`src/rtl/arith_unit_fifo_pkg.sv`:
```
// rtl/arith_unit_fifo_pkg.sv - shared opcodes, FSM states and width helper
package arith_unit_fifo_pkg;

    typedef enum logic [1:0] {
        OP_ADD = 2'd0,
        OP_SUB = 2'd1,
        OP_MUL = 2'd2,
        OP_XOR = 2'd3
    } op_e;

    typedef enum logic [1:0] {
        IDLE = 2'd0,
        MUL  = 2'd1,
        WB   = 2'd2
    } state_e;

    // Number of bits needed to index value distinct items (ceil(log2(value)))
    function automatic int clog2(input int value);
        int r;
        r = 0;
        while ((1 << r) < value) begin
            r = r + 1;
        end
        return r;
    endfunction

endpackage

```
`src/rtl/arith_unit_fifo_result_fifo.sv`:
```
// rtl/arith_unit_fifo_result_fifo.sv - circular result queue with pass-through when full
module result_fifo
    import arith_unit_fifo_pkg::*;
#(
    parameter int  WIDTH = 11,
    parameter int  DEPTH = 2,
    localparam int AW    = clog2(DEPTH),
    localparam int CW    = clog2(DEPTH + 1)
) (
    input  logic             clk,
    input  logic             rst_n,
    input  logic             enq,
    input  logic [WIDTH-1:0] enq_data,
    input  logic             deq,
    output logic [WIDTH-1:0] head,
    output logic             not_empty,
    output logic             not_full,
    output logic [CW-1:0]    count
);

    logic [WIDTH-1:0] mem [DEPTH];
    logic [AW-1:0]    wr_ptr;
    logic [AW-1:0]    rd_ptr;
    logic             deq_fire;
    logic             enq_fire;

    assign not_empty = (count != '0);
    assign not_full  = (count != CW'(DEPTH));
    assign deq_fire  = deq && not_empty;
    // A full queue still accepts a write when the head leaves on the same edge
    assign enq_fire  = enq && (not_full || deq_fire);
    // Empty entries are masked so the head never shows stale data
    assign head      = not_empty ? mem[rd_ptr] : '0;

    // Storage write and pointer advance; power-of-two depth wraps naturally
    always_ff @(posedge clk or negedge rst_n) begin
        if (!rst_n) begin
            for (int i = 0; i < DEPTH; i++) begin
                mem[i] <= '0;
            end
            wr_ptr <= '0;
            rd_ptr <= '0;
        end else begin
            if (enq_fire) begin
                mem[wr_ptr] <= enq_data;
                wr_ptr      <= wr_ptr + 1'b1;
            end
            if (deq_fire) begin
                rd_ptr <= rd_ptr + 1'b1;
            end
        end
    end

    // Occupancy: simultaneous enqueue and dequeue leave it unchanged
    always_ff @(posedge clk or negedge rst_n) begin
        if (!rst_n) begin
            count <= '0;
        end else begin
            case ({enq_fire, deq_fire})
                2'b10:   count <= count + 1'b1;
                2'b01:   count <= count - 1'b1;
                default: count <= count;
            endcase
        end
    end

endmodule

```
`src/rtl/arith_unit_fifo.sv`:
```
// rtl/arith_unit_fifo.sv - add/sub/xor/shift-add multiply unit feeding a result FIFO
module arith_unit_fifo
    import arith_unit_fifo_pkg::*;
#(
    parameter int WIDTH = 11,
    parameter int DEPTH = 2
) (
    input  logic             CLK,
    input  logic             RST_N,
    input  logic [WIDTH-1:0] start_a,
    input  logic [WIDTH-1:0] start_b,
    input  logic [1:0]       start_op,
    input  logic             EN_start,
    output logic             RDY_start,
    output logic [WIDTH-1:0] result,
    output logic             RDY_result,
    input  logic             EN_check,
    output logic [WIDTH-1:0] check,
    output logic             RDY_check
);

    localparam int CNTW = clog2(WIDTH + 1);
    localparam int CW   = clog2(DEPTH + 1);

    state_e           state;
    logic [WIDTH-1:0] res_reg;
    logic [WIDTH-1:0] acc;
    logic [WIDTH-1:0] ma;
    logic [WIDTH-1:0] mb;
    logic [CNTW-1:0]  cnt;
    logic [WIDTH-1:0] acc_next;
    logic             start_fire;
    logic             wb_go;
    logic [WIDTH-1:0] fifo_head;
    logic             fifo_not_empty;
    logic             fifo_not_full;
    logic [CW-1:0]    fifo_count;

    assign RDY_start  = (state == IDLE);
    assign start_fire = EN_start && RDY_start;
    assign acc_next   = mb[0] ? acc + ma : acc;
    // Write-back proceeds if there is room or the head is leaving this edge
    assign wb_go      = (state == WB) && (fifo_not_full || (EN_check && fifo_not_empty));

    assign RDY_result = (fifo_count != '0);
    assign RDY_check  = (fifo_count != '0);
    assign result     = fifo_head;
    assign check      = fifo_head;

    // Control FSM: one operation in flight, multiply iterates WIDTH times
    always_ff @(posedge CLK or negedge RST_N) begin
        if (!RST_N) begin
            state <= IDLE;
        end else begin
            case (state)
                IDLE: begin
                    if (start_fire) begin
                        state <= (op_e'(start_op) == OP_MUL) ? MUL : WB;
                    end
                end
                MUL: begin
                    if (cnt == CNTW'(1)) begin
                        state <= WB;
                    end
                end
                WB: begin
                    if (wb_go) begin
                        state <= IDLE;
                    end
                end
                default: state <= IDLE;
            endcase
        end
    end

    // Datapath: single-cycle ops load the result directly; multiply shifts and accumulates
    always_ff @(posedge CLK or negedge RST_N) begin
        if (!RST_N) begin
            res_reg <= '0;
            acc     <= '0;
            ma      <= '0;
            mb      <= '0;
            cnt     <= '0;
        end else begin
            if (state == IDLE && start_fire) begin
                case (op_e'(start_op))
                    OP_ADD: res_reg <= start_a + start_b;
                    OP_SUB: res_reg <= start_a - start_b;
                    OP_XOR: res_reg <= start_a ^ start_b;
                    default: begin
                        acc <= '0;
                        ma  <= start_a;
                        mb  <= start_b;
                        cnt <= CNTW'(WIDTH);
                    end
                endcase
            end else if (state == MUL) begin
                acc <= acc_next;
                ma  <= ma << 1;
                mb  <= mb >> 1;
                cnt <= cnt - 1'b1;
                if (cnt == CNTW'(1)) begin
                    res_reg <= acc_next;
                end
            end
        end
    end

    result_fifo #(
        .WIDTH (WIDTH),
        .DEPTH (DEPTH)
    ) u_result_fifo (
        .clk       (CLK),
        .rst_n     (RST_N),
        .enq       (wb_go),
        .enq_data  (res_reg),
        .deq       (EN_check),
        .head      (fifo_head),
        .not_empty (fifo_not_empty),
        .not_full  (fifo_not_full),
        .count     (fifo_count)
    );

endmodule

```
`config.mk`:
```
export PLATFORM = sky130hd
export DESIGN_NAME = arith_unit_fifo
export DESIGN_NICKNAME = d
export VERILOG_FILES = /design/src/rtl/arith_unit_fifo_pkg.sv /design/src/rtl/arith_unit_fifo_result_fifo.sv /design/src/rtl/arith_unit_fifo.sv
export SDC_FILE = /design/constraint.sdc
export NUM_CORES = 1
export LEC_CHECK = 0
export CAP_MARGIN = 20
export CORE_MARGIN = 1.5
export CORE_UTILIZATION = 55
export CTS_BUF_LIST = sky130_fd_sc_hd__clkbuf_8
export DETAILED_ROUTE_END_ITERATION = 10
export GPL_TIMING_DRIVEN = 1
export PLACE_DENSITY = 0.82
export SYNTH_ARGS = -nofsm -noshare
export SYNTH_HDL_FRONTEND = slang
export SYNTH_SLANG_ARGS = --single-unit
```
`constraint.sdc`:
```
create_clock -name CLK -period 3.1 [get_ports CLK]
set_input_delay 0.31 -clock CLK [delete_from_list [all_inputs] [get_ports CLK]]
set_output_delay 0.31 -clock CLK [all_outputs]
set_load 0.02 [all_outputs]
```
# Word level (Yosys, flattened, before mapping)
# Index checks and enable logic that the tools add are counted.
[classes] reduce_logical=17 addsub=8 n_mux=30 n_eq_ne=14 magnitude_cmp=3 bitwise_logic=3
[ops] operator="$mux 11" count=18
[ops] operator="$pmux 11 s3" count=1
[ops] operator="$add 11x11->11" count=2
[ops] operator="$bwmux 22" count=1
[ops] operator="$mux 4" count=3
[ops] operator="$demux 11 s1" count=1
[ops] operator="$sub 11x11->11" count=1
[ops] operator="$xor 11x11->11" count=1
[ops] operator="$eq 2x2->1 const B" count=4
[ops] operator="$mux 2" count=4
[ops] operator="$reduce_bool 2->1" count=4
[ops] operator="$eq 2x1->1 const B" count=3
[ops] operator="$logic_and 1x1->1" count=6
[ops] operator="$ne 2x2->1 const B" count=3
[ops] operator="$pmux 2 s3" count=1
[ops] operator="$reduce_and 3->1" count=2
[ops] operator="$eq 4x1->1 const B" count=1
[ops] operator="$ge 2x2->1 const B" count=2
[ops] operator="$logic_not 2->1" count=2
[ops] operator="$ne 2x1->1 const B" count=2
[ops] operator="$ne 4x1->1 const B" count=1
[ops] operator="$not 1->2" count=2
[ops] operator="$pmux 2 s2" count=1
[ops] operator="$sub 4x1->4 const B" count=1
[ops] operator="7 further kinds" count=8
[totals] word_cells=86 out_inout_bits=25 register_bits=76 in_bits=28

# Logic depth before layout (Yosys ltp)
[logic_depth] ltp_word=7 ltp_mapped=13 mapped_depth_nobuf=12

# By module
# A second synthesis with hierarchy kept.
[unflattened] hier_cells=538 area_unflattened_um2=4998.5
[modules_own_cells] module="arith_unit_fifo" instances=1 seq_area_each_um2=1251.2 area_each_um2=3724.8 cells_each=448
[modules_own_cells] module="result_fifo" instances=1 seq_area_each_um2=650.6 area_each_um2=1273.7 cells_each=90

# Worst setup path after synthesis
# OpenSTA, ideal clock, no wires.
[synth_timing] path_kind="input to register" start="in start_b[3]" end="reg res_reg[10]" slack_ns=0.420 setup_ns=0.131 path_buffers=1 required_ns=2.969 cell_stages=13 t_arrival_ns=2.549 path_cell_list="buf_6 > nor4_4 > or2b_1 > nor3_1 > nor2_1 > xnor2_1 > ha_1 > a21o_1 > a221o_1 > a21oi_2 > xnor2_1 > o21ai_1 > o211ai_1"
[synth_via] elab_chain_cells=3 word_cells_on_any_way=4 cone_classes="2 x add/sub; 2 x mux"
[synth_lines] element="start, declared" line="arith_unit_fifo.sv:11" rtl="input logic [WIDTH-1:0] start_b,"
[synth_lines] element="$sub 11x11->11 or $add 11x11->11 (tied branches)" line="arith_unit_fifo.sv:88, arith_unit_fifo.sv:87"
[synth_lines] element="$pmux 11 s3 *" line="arith_unit_fifo.sv:86" rtl="case (op_e'(start_op))"
[synth_lines] element="$mux 11 *" line="arith_unit_fifo.sv:85" rtl="if (state == IDLE && start_fire) begin"
[synth_lines] element="end signal, assigned" line="arith_unit_fifo.sv:87" rtl="OP_ADD: res_reg <= start_a + start_b;"
[synth_lines] element="end signal, assigned" line="arith_unit_fifo.sv:88" rtl="OP_SUB: res_reg <= start_a - start_b;"
[synth_lines] element="end signal, assigned" line="arith_unit_fifo.sv:89" rtl="OP_XOR: res_reg <= start_a ^ start_b;"
[synth_lines] element="end, declared" line="arith_unit_fifo.sv:26" rtl="logic [WIDTH-1:0] res_reg;"
# Every way passes the cells marked *; elsewhere a longest branch is shown, timed or not.
# A chain may end at the register's enable or synchronous reset.

# Worst setup path after layout
[layout_timing] start="in start_op[0]" end="reg res_reg[9]"
[layout_via] elab_chain_cells=3 word_cells_on_any_way=7 cone_classes="3 x eq/ne; 2 x mux; 2 x reduce/logical"
[layout_lines] element="start, declared" line="arith_unit_fifo.sv:12" rtl="input logic [1:0] start_op,"
[layout_lines] element="$eq 2x2->1, or another cell as far along" line="arith_unit_fifo.sv:86"
[layout_lines] element="$ne 4x1->1 (no source line) or $pmux 11 s3 (tied branches)"
[layout_lines] element="$reduce_and 3->1 (no source line) or $mux 11 (tied branches)"
# Parallel ways exist; a longest one is shown, timed or not.

==> results.json <==
{
  "synth_area_leaders": "dfrtp_1 (39%), mux2_2 (6.2%), ha_1 (6.1%)",
  "fmax_mhz": 347.9,
  "finalSetupViolCount": 0,
  "vias": 4062,
  "ir_worst_vdd_uv": 471.3,
  "dpl.hpwl_mm": 8.616,
  "first_global_vias": 4139,
  "syn2layout_area_growth_pct": 15.91,
  "reg2reg_from": "ma[0]",
  "grt_pass1_wl_mm": 19.46,
  "final_nets": 622,
  "first_pass_iters": 4,
  "overflow": 0,
  "syn_area_per_cell_um2": 9.330,
  "yosysTopAreaCellShare_pct": 38.83,
  "pre_cts_ws_ns": -0.05964,
  "synth_nets": 579,
  "setup.worst_path.start_class": "input port",
  "worstSetupPathType": "in2reg",
  "yosysTopAreaCell": "dfrtp_1",
  "clk_latency_ns": 0.35,
  "top_register": "u_result_fifo.mem",
  "core_area_um2": 8678,
  "root_buffer": "clkbuf_8",
  "outcome": "completed",
  "finalNonFillerCells": 681,
  "track_usage_pct": 25.12,
  "tightest_slew_ns": 0.9649,
  "dieWidth_um": 97.38,
  "cp_max_fo": 8,
  "max_cap_violations": 0,
  "worst_ep_required_time_ns": 3.36,
  "postCtsSetupBuffers": 0,
  "cp_slowest_cell": "clkdlybuf4s50_1",
  "portBuffers": 52,
  "die_area_um2": 9482,
  "antenna_found_initial": 0,
  "ys_warn_count": 0,
  "relSlewSlack_pct": 35.67,
  "initialDrtViolationCount": 277,
  "rsz0062_at_grt": "false",
  "cts_buffers": 9,
  "wire_per_inst_um": 17.28,
  "cts_resized": 0,
  "p_leak_nw": 2.534,
  "ctsHoldBuffers": 0,
  "cts.clk_slew.worst_paths_ns": 0.08,
  "hold_class": "in2async",
  "gp_congestion": 0.9113,
  "hold_viol": 0,
  "period_share_pct": 92.73,
  "finalMaxSlewViolations": 0,
  "dp_cells": 665,
  "largest_reg_flops": 22,
  "synth_ff_type": "dfrtp_1",
  "drc": 0,
  "worst_path_largest_cell_delay_ns": 0.47,
  "ys_seq_area_share_pct": 38.83,
  "grt_max_degree": 77,
  "clock_path_buffers": 2,
  "vias_per_cell": 5.965,
  "initial_utilization_pct": 56.44,
  "cp_data_arrival_time_ns": 3.14,
  "cts_max_level": 3,
  "synth.cell_area_um2": 4898,
  "drive_gt1_share_pct": 14.31,
  "crit_start": "start_op[0]",
  "synth_edf_count": 0,
  "finalCriticalPeriod_ns": 2.875,
  "synth.distinct_cells": 60,
  "async_flop_share_pct": 100.0,
  "wl_mm": 11.77,
  "fin_ws_ns": 0.2253,
  "cts_tree": "built",
  "end_kind": "flop",
  "fp.dieH_um": 97.38,
  "clkSinkCount": 76,
  "syn_inst": 525,
  "rows": 34,
  "cp_common_cell": "a21oi_1",
  "ant_nets": 0,
  "synth-seq-cells": 76,
  "worstPathCellList": "clkdlybuf4s50_1 > nor2b_1 > buf_4 > a21oi_1 > xnor2_1 > ha_1 > a21o_1 > a21oi_1 > o21ai_0 > a21oi_1 > xor2_1 > a211o_1 > o21ai_0",
  "insertedDiodeCount": 0,
  "fin_skew_ns": 0.008882,
  "power.density_nw_per_um2": 1128,
  "io_pins": 53
}
==> synthesized netlist by cell type (all sizes together), types with 2 or more instances <==
| cell type | instances |
|---|---|
| buf | 27 |
| nor3 | 5 |
| nor4 | 2 |
| a31oi | 24 |
| o21bai | 3 |
| a21oi | 27 |
| and2 | 2 |
| mux2i | 14 |
| nor2 | 57 |
| and3 | 2 |
| o211ai | 5 |
| nor2b | 7 |
| o31ai | 2 |
| or2 | 2 |
| ha | 24 |
| xnor2 | 27 |
| a21o | 8 |
| fa | 2 |
| a211oi | 4 |
| nand3 | 6 |
| mux2 | 27 |
| nand2 | 77 |
| a22o | 3 |
| a221o | 2 |
| nand2b | 5 |
| inv | 12 |
| dfrtp | 76 |
| xor2 | 18 |
| o21ai | 28 |
| clkbuf | 12 |
==> metal layers <==
layer	up-vias	part of all wire [%]	global-route usage, %
li1	1901	-	-
met1	1964	41	31.47
met2	156	49	43.43
met3	41	6.6	3.885
met4	0	3.4	10.00
met5	-	0	0
==> power by group <==
group	internal, W	switching (W)
sequential	0.00147	0.000437
clock	0.000452	0.000389
combinational	0.00166	0.00199
total	0.00359	0.00281
==> layout by cell type (no fill, tap or decap), types with 2 or more instances in the layout <==
cell / count
a211oi_1: 3
a21o_1: 7
a21oi_1: 21
a21oi_2: 6
a221o_1: 2
a22o_1: 3
a31oi_1: 24
and2_1: 2
buf_4: 19
bufinv_16: 2
clkbuf_8: 9
clkdlybuf4s50_1: 51
clkinv_2: 2
dfrtp_1: 76
fa_1: 2
ha_1: 24
inv_1: 13
mux2_2: 27
mux2i_1: 14
nand2_1: 76
nand2b_1: 5
nand3_1: 6
nor2_1: 56
nor2b_1: 6
nor3_1: 5
o211ai_1: 4
o21ai_0: 22
o21ai_1: 4
o21ai_2: 2
o21bai_1: 2
o31ai_1: 2
xnor2_1: 27
xor2_1: 18
==> stage by stage <==
| step | total power, W | TNS [ns] | utilization [%] | cell area [µm²] | hold WS [ns] |
|---|---|---|---|---|---|
| floorplan | 0.004572 | 0 | - | 4898 | 0.01441 |
| global placement | 0.005359 | 0 | 62.95 | 5463 | 0.4714 |
| detailed placement | 0.005536 | -0.1088 | 62.95 | 5463 | 0.4846 |
| CTS | 0.006396 | 0 | 65.43 | 5678 | 0.1479 |
| global route | 0.006834 | 0 | 65.43 | 5678 | 0.1958 |
| finish | 0.006403 | 0 | 65.43 | 5678 | 0.1017 |
==> worst max-delay path: cells and delay by family <==
family,cells,cell delay [ns]
fa+ha+maj,1,0.37
buf+inv,2,0.71
xor+xnor,2,0.23
compound gates,7,1.13
simple gates,1,0.39
==> final timing paths <==
check,endpoint,slack (ns),cells after the start
min in group CLK,u_result_fifo.mem[8],0.51,2
setup reg to reg,res_reg[8],0.62,8
hold / removal,u_result_fifo.count[0],0.10,1
hold reg to reg,u_result_fifo.mem[8],0.51,2
setup / recovery,res_reg[9],0.23,13
max in group asynchronous,acc[2],2.36,1
==> final cells by class <==
class / count / area, µm²
clock inverter: 7 / 91.34
timing repair buffer: 71 / 673.1
clock buffer: 9 / 123.9
fill: 712 / 3000
inverter: 12 / 45.04
sequential: 76 / 1902
tap: 108 / 135.1
multi-input combinational: 398 / 2708
==> cell families after synthesis <==
logic type | count (synthesis) | share of synthesized area, %
muxes | 41 | 9.068
AOI/OAI and AO/OA | 118 | 16.14
buffers and inverters | 51 | 5.951
xor gates and xnor gates | 45 | 8.046
adders and majority gates | 26 | 6.948
DFF | 76 | 38.82
and+or+nand+nor | 168 | 15.02
Power figures use the tool's default switching activity.
